**src/rtl/mem_port_arbiter_if.sv**
```systemverilog
// Bus bundle between the fetch port, the load/store port and the unified memory.
// The arbiter takes the slave view; the surrounding pipeline/memory take master.
interface mem_port_arbiter_if #(
  parameter int ADDR_W = 10,
  parameter int DATA_W = 32
);
  logic              if_req;
  logic [ADDR_W-1:0] if_addr;
  logic              if_gnt;
  logic              if_rvalid;
  logic [DATA_W-1:0] if_rdata;

  logic              dm_req;
  logic              dm_we;
  logic [ADDR_W-1:0] dm_addr;
  logic [DATA_W-1:0] dm_wdata;
  logic              dm_gnt;
  logic              dm_rvalid;
  logic [DATA_W-1:0] dm_rdata;

  logic              mem_en;
  logic              mem_we;
  logic [ADDR_W-1:0] mem_addr;
  logic [DATA_W-1:0] mem_wdata;
  logic [DATA_W-1:0] mem_rdata;

  modport slave (
    input  if_req, if_addr, dm_req, dm_we, dm_addr, dm_wdata, mem_rdata,
    output if_gnt, if_rvalid, if_rdata, dm_gnt, dm_rvalid, dm_rdata,
           mem_en, mem_we, mem_addr, mem_wdata
  );

  modport master (
    output if_req, if_addr, dm_req, dm_we, dm_addr, dm_wdata, mem_rdata,
    input  if_gnt, if_rvalid, if_rdata, dm_gnt, dm_rvalid, dm_rdata,
           mem_en, mem_we, mem_addr, mem_wdata
  );
endinterface

```
**src/rtl/mem_port_arbiter.sv**
```systemverilog
// Single-port memory arbiter: data port has priority, fetch is guaranteed one
// win after STARVE_MAX denied cycles; read responses are steered by an owner tag.
module mem_port_arbiter #(
  parameter int ADDR_W     = 10,
  parameter int DATA_W     = 32,
  parameter int STARVE_MAX = 3
) (
  input  logic                clk,
  input  logic                rst,
  input  logic                halted,
  mem_port_arbiter_if.slave   bus
);

  typedef enum logic [1:0] {
    OWN_NONE,
    OWN_IF,
    OWN_DM
  } owner_t;

  localparam logic [3:0] STARVE_LIM = 4'(STARVE_MAX);

  owner_t            owner_q, owner_d;
  logic [3:0]        starve_q, starve_d;
  logic              if_gnt, dm_gnt;
  logic [ADDR_W-1:0] addr_mux;
  logic [DATA_W-1:0] rdata;

  always_ff @(posedge clk) begin
    if (rst) begin
      owner_q  <= OWN_NONE;
      starve_q <= 4'd0;
    end else begin
      owner_q  <= owner_d;
      starve_q <= starve_d;
    end
  end

  always_comb begin
    if_gnt   = 1'b0;
    dm_gnt   = 1'b0;
    owner_d  = OWN_NONE;
    starve_d = starve_q;
    addr_mux = bus.dm_addr;

    // Fetch only beats a pending data request once it has been starved long enough.
    if (!rst) begin
      if_gnt = bus.if_req && !halted && (!bus.dm_req || starve_q == STARVE_LIM);
      dm_gnt = bus.dm_req && !if_gnt;
    end

    if (if_gnt) begin
      addr_mux = bus.if_addr;
      owner_d  = OWN_IF;
    end else if (dm_gnt && !bus.dm_we) begin
      owner_d  = OWN_DM;
    end

    // Halt freezes the starvation count so the guarantee survives a stall.
    if (!halted) begin
      if (!bus.if_req || if_gnt) begin
        starve_d = 4'd0;
      end else if (starve_q < STARVE_LIM) begin
        starve_d = starve_q + 4'd1;
      end
    end
  end

  always_comb begin
    rdata         = bus.mem_rdata;
    bus.if_gnt    = if_gnt;
    bus.dm_gnt    = dm_gnt;
    bus.mem_en    = if_gnt || dm_gnt;
    bus.mem_we    = dm_gnt && bus.dm_we;
    bus.mem_addr  = addr_mux;
    bus.mem_wdata = bus.dm_wdata;
    bus.if_rvalid = (owner_q == OWN_IF) && !rst;
    bus.dm_rvalid = (owner_q == OWN_DM) && !rst;
    bus.if_rdata  = rdata;
    bus.dm_rdata  = rdata;
  end

endmodule

```
**src/flat_wrapper.sv**
```systemverilog
// flat-port wrapper written by rule: the top's interface ports become plain ports
module mem_port_arbiter_flat 
#(
  parameter int ADDR_W     = 10,
  parameter int DATA_W     = 32,
  parameter int STARVE_MAX = 3
)
  (clk, rst, halted, bus_if_req, bus_if_addr, bus_dm_req, bus_dm_we, bus_dm_addr, bus_dm_wdata, bus_mem_rdata, bus_if_gnt, bus_if_rvalid, bus_if_rdata, bus_dm_gnt, bus_dm_rvalid, bus_dm_rdata, bus_mem_en, bus_mem_we, bus_mem_addr, bus_mem_wdata);
  mem_port_arbiter_if #(.ADDR_W(ADDR_W), .DATA_W(DATA_W)) bus_i ();
  input  logic clk;
  input  logic rst;
  input  logic halted;
  input wire logic [$bits(bus_i.if_req)-1:0] bus_if_req;
  input wire logic [$bits(bus_i.if_addr)-1:0] bus_if_addr;
  input wire logic [$bits(bus_i.dm_req)-1:0] bus_dm_req;
  input wire logic [$bits(bus_i.dm_we)-1:0] bus_dm_we;
  input wire logic [$bits(bus_i.dm_addr)-1:0] bus_dm_addr;
  input wire logic [$bits(bus_i.dm_wdata)-1:0] bus_dm_wdata;
  input wire logic [$bits(bus_i.mem_rdata)-1:0] bus_mem_rdata;
  output wire logic [$bits(bus_i.if_gnt)-1:0] bus_if_gnt;
  output wire logic [$bits(bus_i.if_rvalid)-1:0] bus_if_rvalid;
  output wire logic [$bits(bus_i.if_rdata)-1:0] bus_if_rdata;
  output wire logic [$bits(bus_i.dm_gnt)-1:0] bus_dm_gnt;
  output wire logic [$bits(bus_i.dm_rvalid)-1:0] bus_dm_rvalid;
  output wire logic [$bits(bus_i.dm_rdata)-1:0] bus_dm_rdata;
  output wire logic [$bits(bus_i.mem_en)-1:0] bus_mem_en;
  output wire logic [$bits(bus_i.mem_we)-1:0] bus_mem_we;
  output wire logic [$bits(bus_i.mem_addr)-1:0] bus_mem_addr;
  output wire logic [$bits(bus_i.mem_wdata)-1:0] bus_mem_wdata;
  assign bus_i.if_req = bus_if_req;
  assign bus_i.if_addr = bus_if_addr;
  assign bus_i.dm_req = bus_dm_req;
  assign bus_i.dm_we = bus_dm_we;
  assign bus_i.dm_addr = bus_dm_addr;
  assign bus_i.dm_wdata = bus_dm_wdata;
  assign bus_i.mem_rdata = bus_mem_rdata;
  assign bus_if_gnt = bus_i.if_gnt;
  assign bus_if_rvalid = bus_i.if_rvalid;
  assign bus_if_rdata = bus_i.if_rdata;
  assign bus_dm_gnt = bus_i.dm_gnt;
  assign bus_dm_rvalid = bus_i.dm_rvalid;
  assign bus_dm_rdata = bus_i.dm_rdata;
  assign bus_mem_en = bus_i.mem_en;
  assign bus_mem_we = bus_i.mem_we;
  assign bus_mem_addr = bus_i.mem_addr;
  assign bus_mem_wdata = bus_i.mem_wdata;
  mem_port_arbiter #(.ADDR_W(ADDR_W), .DATA_W(DATA_W), .STARVE_MAX(STARVE_MAX)) u_core (.clk(clk), .rst(rst), .halted(halted), .bus(bus_i));
endmodule
```
**config.mk**
```make
export PLATFORM = sky130hd
export DESIGN_NAME = mem_port_arbiter_flat
export DESIGN_NICKNAME = d
export VERILOG_FILES = /design/src/rtl/mem_port_arbiter_if.sv /design/src/rtl/mem_port_arbiter.sv /design/src/flat_wrapper.sv
export SDC_FILE = /design/constraint.sdc
export NUM_CORES = 1
export LEC_CHECK = 0
export ABC_AREA = 1
export BUFFER_PORTS_ARGS = -buffer_cell sky130_fd_sc_hd__buf_2
export CORE_AREA = 2 2 78 80
export DETAILED_ROUTE_END_ITERATION = 7
export DIE_AREA = 0 0 80 82
export GPL_TIMING_DRIVEN = 0
export PLACE_DENSITY = 0.6
export SLEW_MARGIN = 20
export SYNTH_ARGS = -nofsm -noshare
export SYNTH_HDL_FRONTEND = slang
export SYNTH_SLANG_ARGS = --single-unit
```
**constraint.sdc**
```tcl
create_clock -name clk -period 1.6 [get_ports clk]
set_clock_uncertainty 0.15 [all_clocks]
set_input_delay 0.32 -clock clk [delete_from_list [all_inputs] [get_ports clk]]
set_output_delay 0.32 -clock clk [all_outputs]
set_load 0.03 [all_outputs]
```
After elaboration in Yosys (flattened, before gate mapping)
Cells that the tools add are included.
- register bits: 6
- input port bits: 90
- output and inout bits: 112
- logic and storage cells: 35
- add/subtract/negate cells: 1
- magnitude comparators: 1
- eq/ne operators: 3
- multiplexer cells: 7
- bitwise gates (word level): 1
- reduce and logical (&&, ||, !) cells: 19
- operators with widths (kind ; count):
    $mux 10 ; 1
    $mux 4 ; 2
    $logic_and 1x1->1 ; 7
    $logic_not 1->1 ; 6
    $add 4x1->4 const B ; 1
    $eq 4x2->1 const B ; 1
    $lt 4x2->1 const B ; 1
    $logic_or 1x1->1 ; 3
    $mux 1 ; 3
    $eq 2x1->1 const B ; 1
    $eq 2x2->1 const B ; 1
    $mux 2 ; 1
    $reduce_and 2->1 ; 1
    $reduce_bool 2->1 ; 1
    $reduce_or 2->1 ; 1
    $not 1->1 ; 1

Logic depth before layout (Yosys ltp)
- depth in word-level cells: 9
- gate-level depth with buffers: 8
- gate-level depth less buffers: 8

Worst setup path after synthesis
No wires, ideal clock.
- path type: reg2out
- start: register u_core.starve_q[0]
- end: output bus_mem_we
- arrival: 1228 ps
- data required time: 1130 ps
- setup slack: -98 ps
- stages on the path, launching flop included: 7
- path buffers: 0
- path through: dfxtp_1 -> ha_1 -> nand2_1 -> nand2_2 -> nand2_1 -> nand3_1 -> nor2_1
- longest elaborated chain between the ends: 7
- RTL lines (what ; RTL line ; source):
    from (decl) ; mem_port_arbiter.sv:23 ; logic [3:0] starve_q, starve_d;
    from (signal assigned) ; mem_port_arbiter.sv:34 ; starve_q <= starve_d;
    $eq 4x2->1 ; mem_port_arbiter.sv:47 ; if_gnt = bus.if_req && !halted && (!bus.dm_req || starve_q == STARVE_LIM);
    $logic_or 1x1->1 ; mem_port_arbiter.sv:47 ;
    $logic_and 1x1->1 ; mem_port_arbiter.sv:47 ;
    $logic_not 1->1 ; mem_port_arbiter.sv:48 ; dm_gnt = bus.dm_req && !if_gnt;
    $logic_and 1x1->1 ; mem_port_arbiter.sv:48 ;
    $mux 1 ; mem_port_arbiter.sv:46 ; if (!rst) begin
    $logic_and 1x1->1 ; mem_port_arbiter.sv:73 ; bus.mem_we = dm_gnt && bus.dm_we;
    to (decl) ; flat_wrapper.sv:27 ; output wire logic [$bits(bus_i.mem_we)-1:0] bus_mem_we;
No other way between the ends.

Worst setup path in the final report
- start: register u_core.starve_q[1]
- end: output bus_if_gnt
- longest elaborated chain between the ends: 4
- RTL lines (what ; RTL line ; source):
    $eq 4x2->1 ; mem_port_arbiter.sv:47 ;
    $logic_or 1x1->1 ; mem_port_arbiter.sv:47 ;
    $logic_and 1x1->1 ; mem_port_arbiter.sv:47 ;
    $mux 1 ; mem_port_arbiter.sv:46 ;
    to (decl) ; flat_wrapper.sv:20 ; output wire logic [$bits(bus_i.if_gnt)-1:0] bus_if_gnt;
No other way between the ends.

==> PnR_summary.wiki <==
{| class="wikitable"
! Metric !! Value
|-
| Outcome || finished with violations
|-
| Violated checks || negative setup slack
|-
| Total power density per cell area || ~510 mW/mm2
|-
| Launching element type of the critical path || flop
|-
| Commonest cells in the netlist || sky130_fd_sc_hd__buf_4 (96), sky130_fd_sc_hd__nand2_1 (40), sky130_fd_sc_hd__nor2_1 (7)
|-
| Clock Power Share || 0.187
|-
| Critical-path maximum fanout || 5
|-
| Internal portion of total power || between 0.0006 and 0.0007 W
|-
| # fillers || approximately 600
|-
| Proportion of synthesized chip area in sequential cells || 0.103
|-
| Number of antenna violations at the first check in global routing || 0
|-
| Area after DPL || between 0.002 and 0.0025 mm2
|-
| Critical-path top delay cell || sky130_fd_sc_hd__dfxtp_2
|-
| Total area of multi-input combinational cells || between 400 and 500 um2
|-
| Buffers & Inverters on Critical Path || 4
|-
| Total DRC errors in the routed layout || 0
|-
| Antenna diodes || 0
|-
| Switching pwr || ~0.00052 W
|-
| Library cell occupying the most area in the post-synthesis netlist || sky130_fd_sc_hd__buf_4
|-
| TritonCTS clock tree || yes
|-
| Worst-case setup margin in the final layout || -0.312 ns
|-
| Cell row count || 28
|-
| RSZ-0062 raised after global routing || true
|-
| Maximum number of pins on one net before global-route repair || 11
|-
| Hold Path Class || in2reg
|-
| Syn Area/Cell || 6.73 um2
|-
| Yosys reg bits || 6
|-
| Routed wire per std cell || 8.79 um
|-
| Final routed wirelength across all metal layers || roughly 3500 um
|-
| Layout cell share with drive strength beyond 1 || 0.870
|-
| Die Outline Area || 0.00656 mm2
|-
| Final critical path time including I/O delays and setup || about 1.9 ns
|-
| Root Driver || sky130_fd_sc_hd__clkbuf_8
|-
| Portion of the clock cycle consumed by the worst path in the final layout || 1.20
|-
| Syn. warnings || 0
|-
| Worst hold path cell count || 2
|-
| Area share of the largest cell type after synthesis || 0.615
|-
| Detailed-routing iteration count for the pre-antenna-repair pass || 3
|-
| GRT Util Overall || 0.0864
|-
| Number of cells on the critical path || 8
|-
| Violation count after the first detailed-route iteration || 14
|-
| Number of global-route vias before repair || between 1,000 and 1,500
|-
| Clock transition at the register clock pins on the worst setup and hold paths after CTS || about 0.04 ns
|-
| Number of cells produced by synthesis || 174
|-
| Worst-margin pin slew || ~0.15 ns
|-
| Max Freq || 523 MHz
|-
| Flip-flop cell with the highest count after synthesis || sky130_fd_sc_hd__dfxtp_1
|-
| Number of I/O pins || approximately 200
|-
| Number of CTS-inserted buffers || 3
|-
| Y dimension of the die || ~82 um
|-
| Final Hold Violating Endpoints || 0
|-
| Post-layout power || about 0.0012 W
|-
| Async set or reset register ratio after synthesis || 0
|-
| Largest cells by area after synthesis || sky130_fd_sc_hd__buf_4 (62%), sky130_fd_sc_hd__nand2_1 (13%), sky130_fd_sc_hd__dfxtp_1 (10%)
|-
| Floorplan die width || approximately 80 um
|-
| Wire length of the first global-routing pass || between 4000 and 5000 um
|-
| Data arrival time of the worst path || 1.44 ns
|-
| Ordered cell list for the critical path || ha_2 > nand2_2 > nand2_4 > nand3_4 > inv_4 > clkbuf_16 > buf_4 > buf_6
|-
| P_leak || 1.43 nW
|-
| Synth Net Count || roughly 270
|-
| Number of enable flip-flop cells after synthesis || 0
|-
| Vias per cell || approximately 3.6
|-
| Number of unique standard cell types used by synthesis || 17
|-
| Non-Filler Instances || 398
|-
| Post-synthesis instance area || between 0.001 and 0.0015 mm2
|-
| Max-slew headroom || 0.898
|-
| Initial standard-cell utilization of the core || 0.204
|-
| Count leader, synth || sky130_fd_sc_hd__buf_4
|-
| Number of nets in the layout || between 400 and 500
|-
| Clock latency reported for the late side of the worst-skew pair || 0.22 ns
|-
| Maximum cell stage delay along the critical path || about 0.32 ns
|-
| Max-capacitance violation count || 0
|-
| Peak supply drop || 0.000205 V
|-
| CP required || 1.13 ns
|-
| Kind of cell adding the most delay to the critical path || buffers and inverters
|-
| Remaining Overflow, GRT || 0
|-
| IO buf count || 137
|-
| Switching share of total power || 0.441
|-
| Max H-tree Level || 1
|-
| Register area || 123 um2
|-
| Critical path class || reg2out
|-
| Worst r2r path cells || 9
|-
| Crit. End Element || primary output
|-
| Seq pwr share || 0.135
|-
| Number of placed instances with taps included || about 390
|-
| Max-slew violation count || 0
|-
| Proportion of power drawn by combinational gates || 0.678
|-
| Setup-failing EPs final || 14
|-
| Core region area || approximately 0.0057 mm2
|-
| Vias after detailed routing || around 1,400
|-
| Detail Route Antenna Nets || 0
|-
| Final HPWL DP || ~3000 um
|-
| Area of all placed cells without fillers || 0.00233 mm2
|-
| Weighted congestion reported at the end of routability-driven placement || a little over 0.7
|-
| Buffers from clock root to sink, at most || 2
|-
| Area grow syn2layout || 98.8%
|-
| Count of clock tree sinks || 6
|}
logic make-up after synthesis:
family | synth area share
fa+ha+maj | 0.0107
compound gates | 0.00855
flops | 0.103
simple gates | 0.220
buf+inv | 0.658
metrics by stage:
step	utilization	setup WS [ns]	setup TNS [ns]	hold WS, ns
floorplan	-	0.00198	0	0.242
global placement	0.353	-0.221	-2.22	0.291
detailed placement	0.353	-0.228	-2.39	0.293
CTS	0.382	-0.342	-4.13	0.118
global route	0.405	-0.401	-5.18	0.119
finish	0.405	-0.312	-3.93	0.120
power by group through the flow:
stage | clock network [W] | logic, W | registers (W)
after global placement | 0 | 0.000738 | 0.000161
after floorplan | 0 | 0.000571 | 0.000160
final | 0.000222 | 0.000803 | 0.000160
after detailed placement | 0 | 0.000743 | 0.000161
after CTS | 0.000232 | 0.000779 | 0.000159
after global routing | 0.000242 | 0.000852 | 0.000160
registers in the layout, summed over array words and instances (netlist names):
signal,cells
u_core.owner_q,2
u_core.starve_q,4
repair_timing:
item                       CTS  global route
setup endpoints to repair   14            14
pin swaps                    1             5
setup buffers                6             2
gates resized for setup     30            24
hold buffers                 0             0
cloned                       0             1
placed cells by master, fill, tap and decap left out, drive strengths merged:
cell type    n
nand2       41
inv          9
a21oi        2
buf        243
nor3         1
nand3        7
nor2         9
dfxtp        6
ha           1
clkbuf       4
final timing paths:
check	end	startpoint	slack, ns
worst max-delay path	bus_if_gnt	u_core.starve_q[1]	-0.31
worst min-delay path	u_core.owner_q[1]	bus_dm_we	0.12
worst max register to register	u_core.starve_q[2]	u_core.starve_q[1]	0.17
worst min register to register	u_core.starve_q[3]	u_core.starve_q[3]	0.30
area by class of cell:
type	instances	area share
clock buffer	3	0.0177
sequential	6	0.0527
tap	75	0.0403
multi-input combinational	61	0.183
timing repair buffer	146	0.369
buffer	98	0.322
inverter	9	0.0156
layer usage:
metal | vias up | GRT usage | routed length (um)
li1 | 728 | - | -
met1 | 596 | 0.0823 | 1020
met2 | 99 | 0.179 | 1980
met3 | 2 | 0.0187 | 477
met4 | 0 | 0.0305 | 22
met5 | - | 0 | 0
Power figures use the tool's default switching activity.
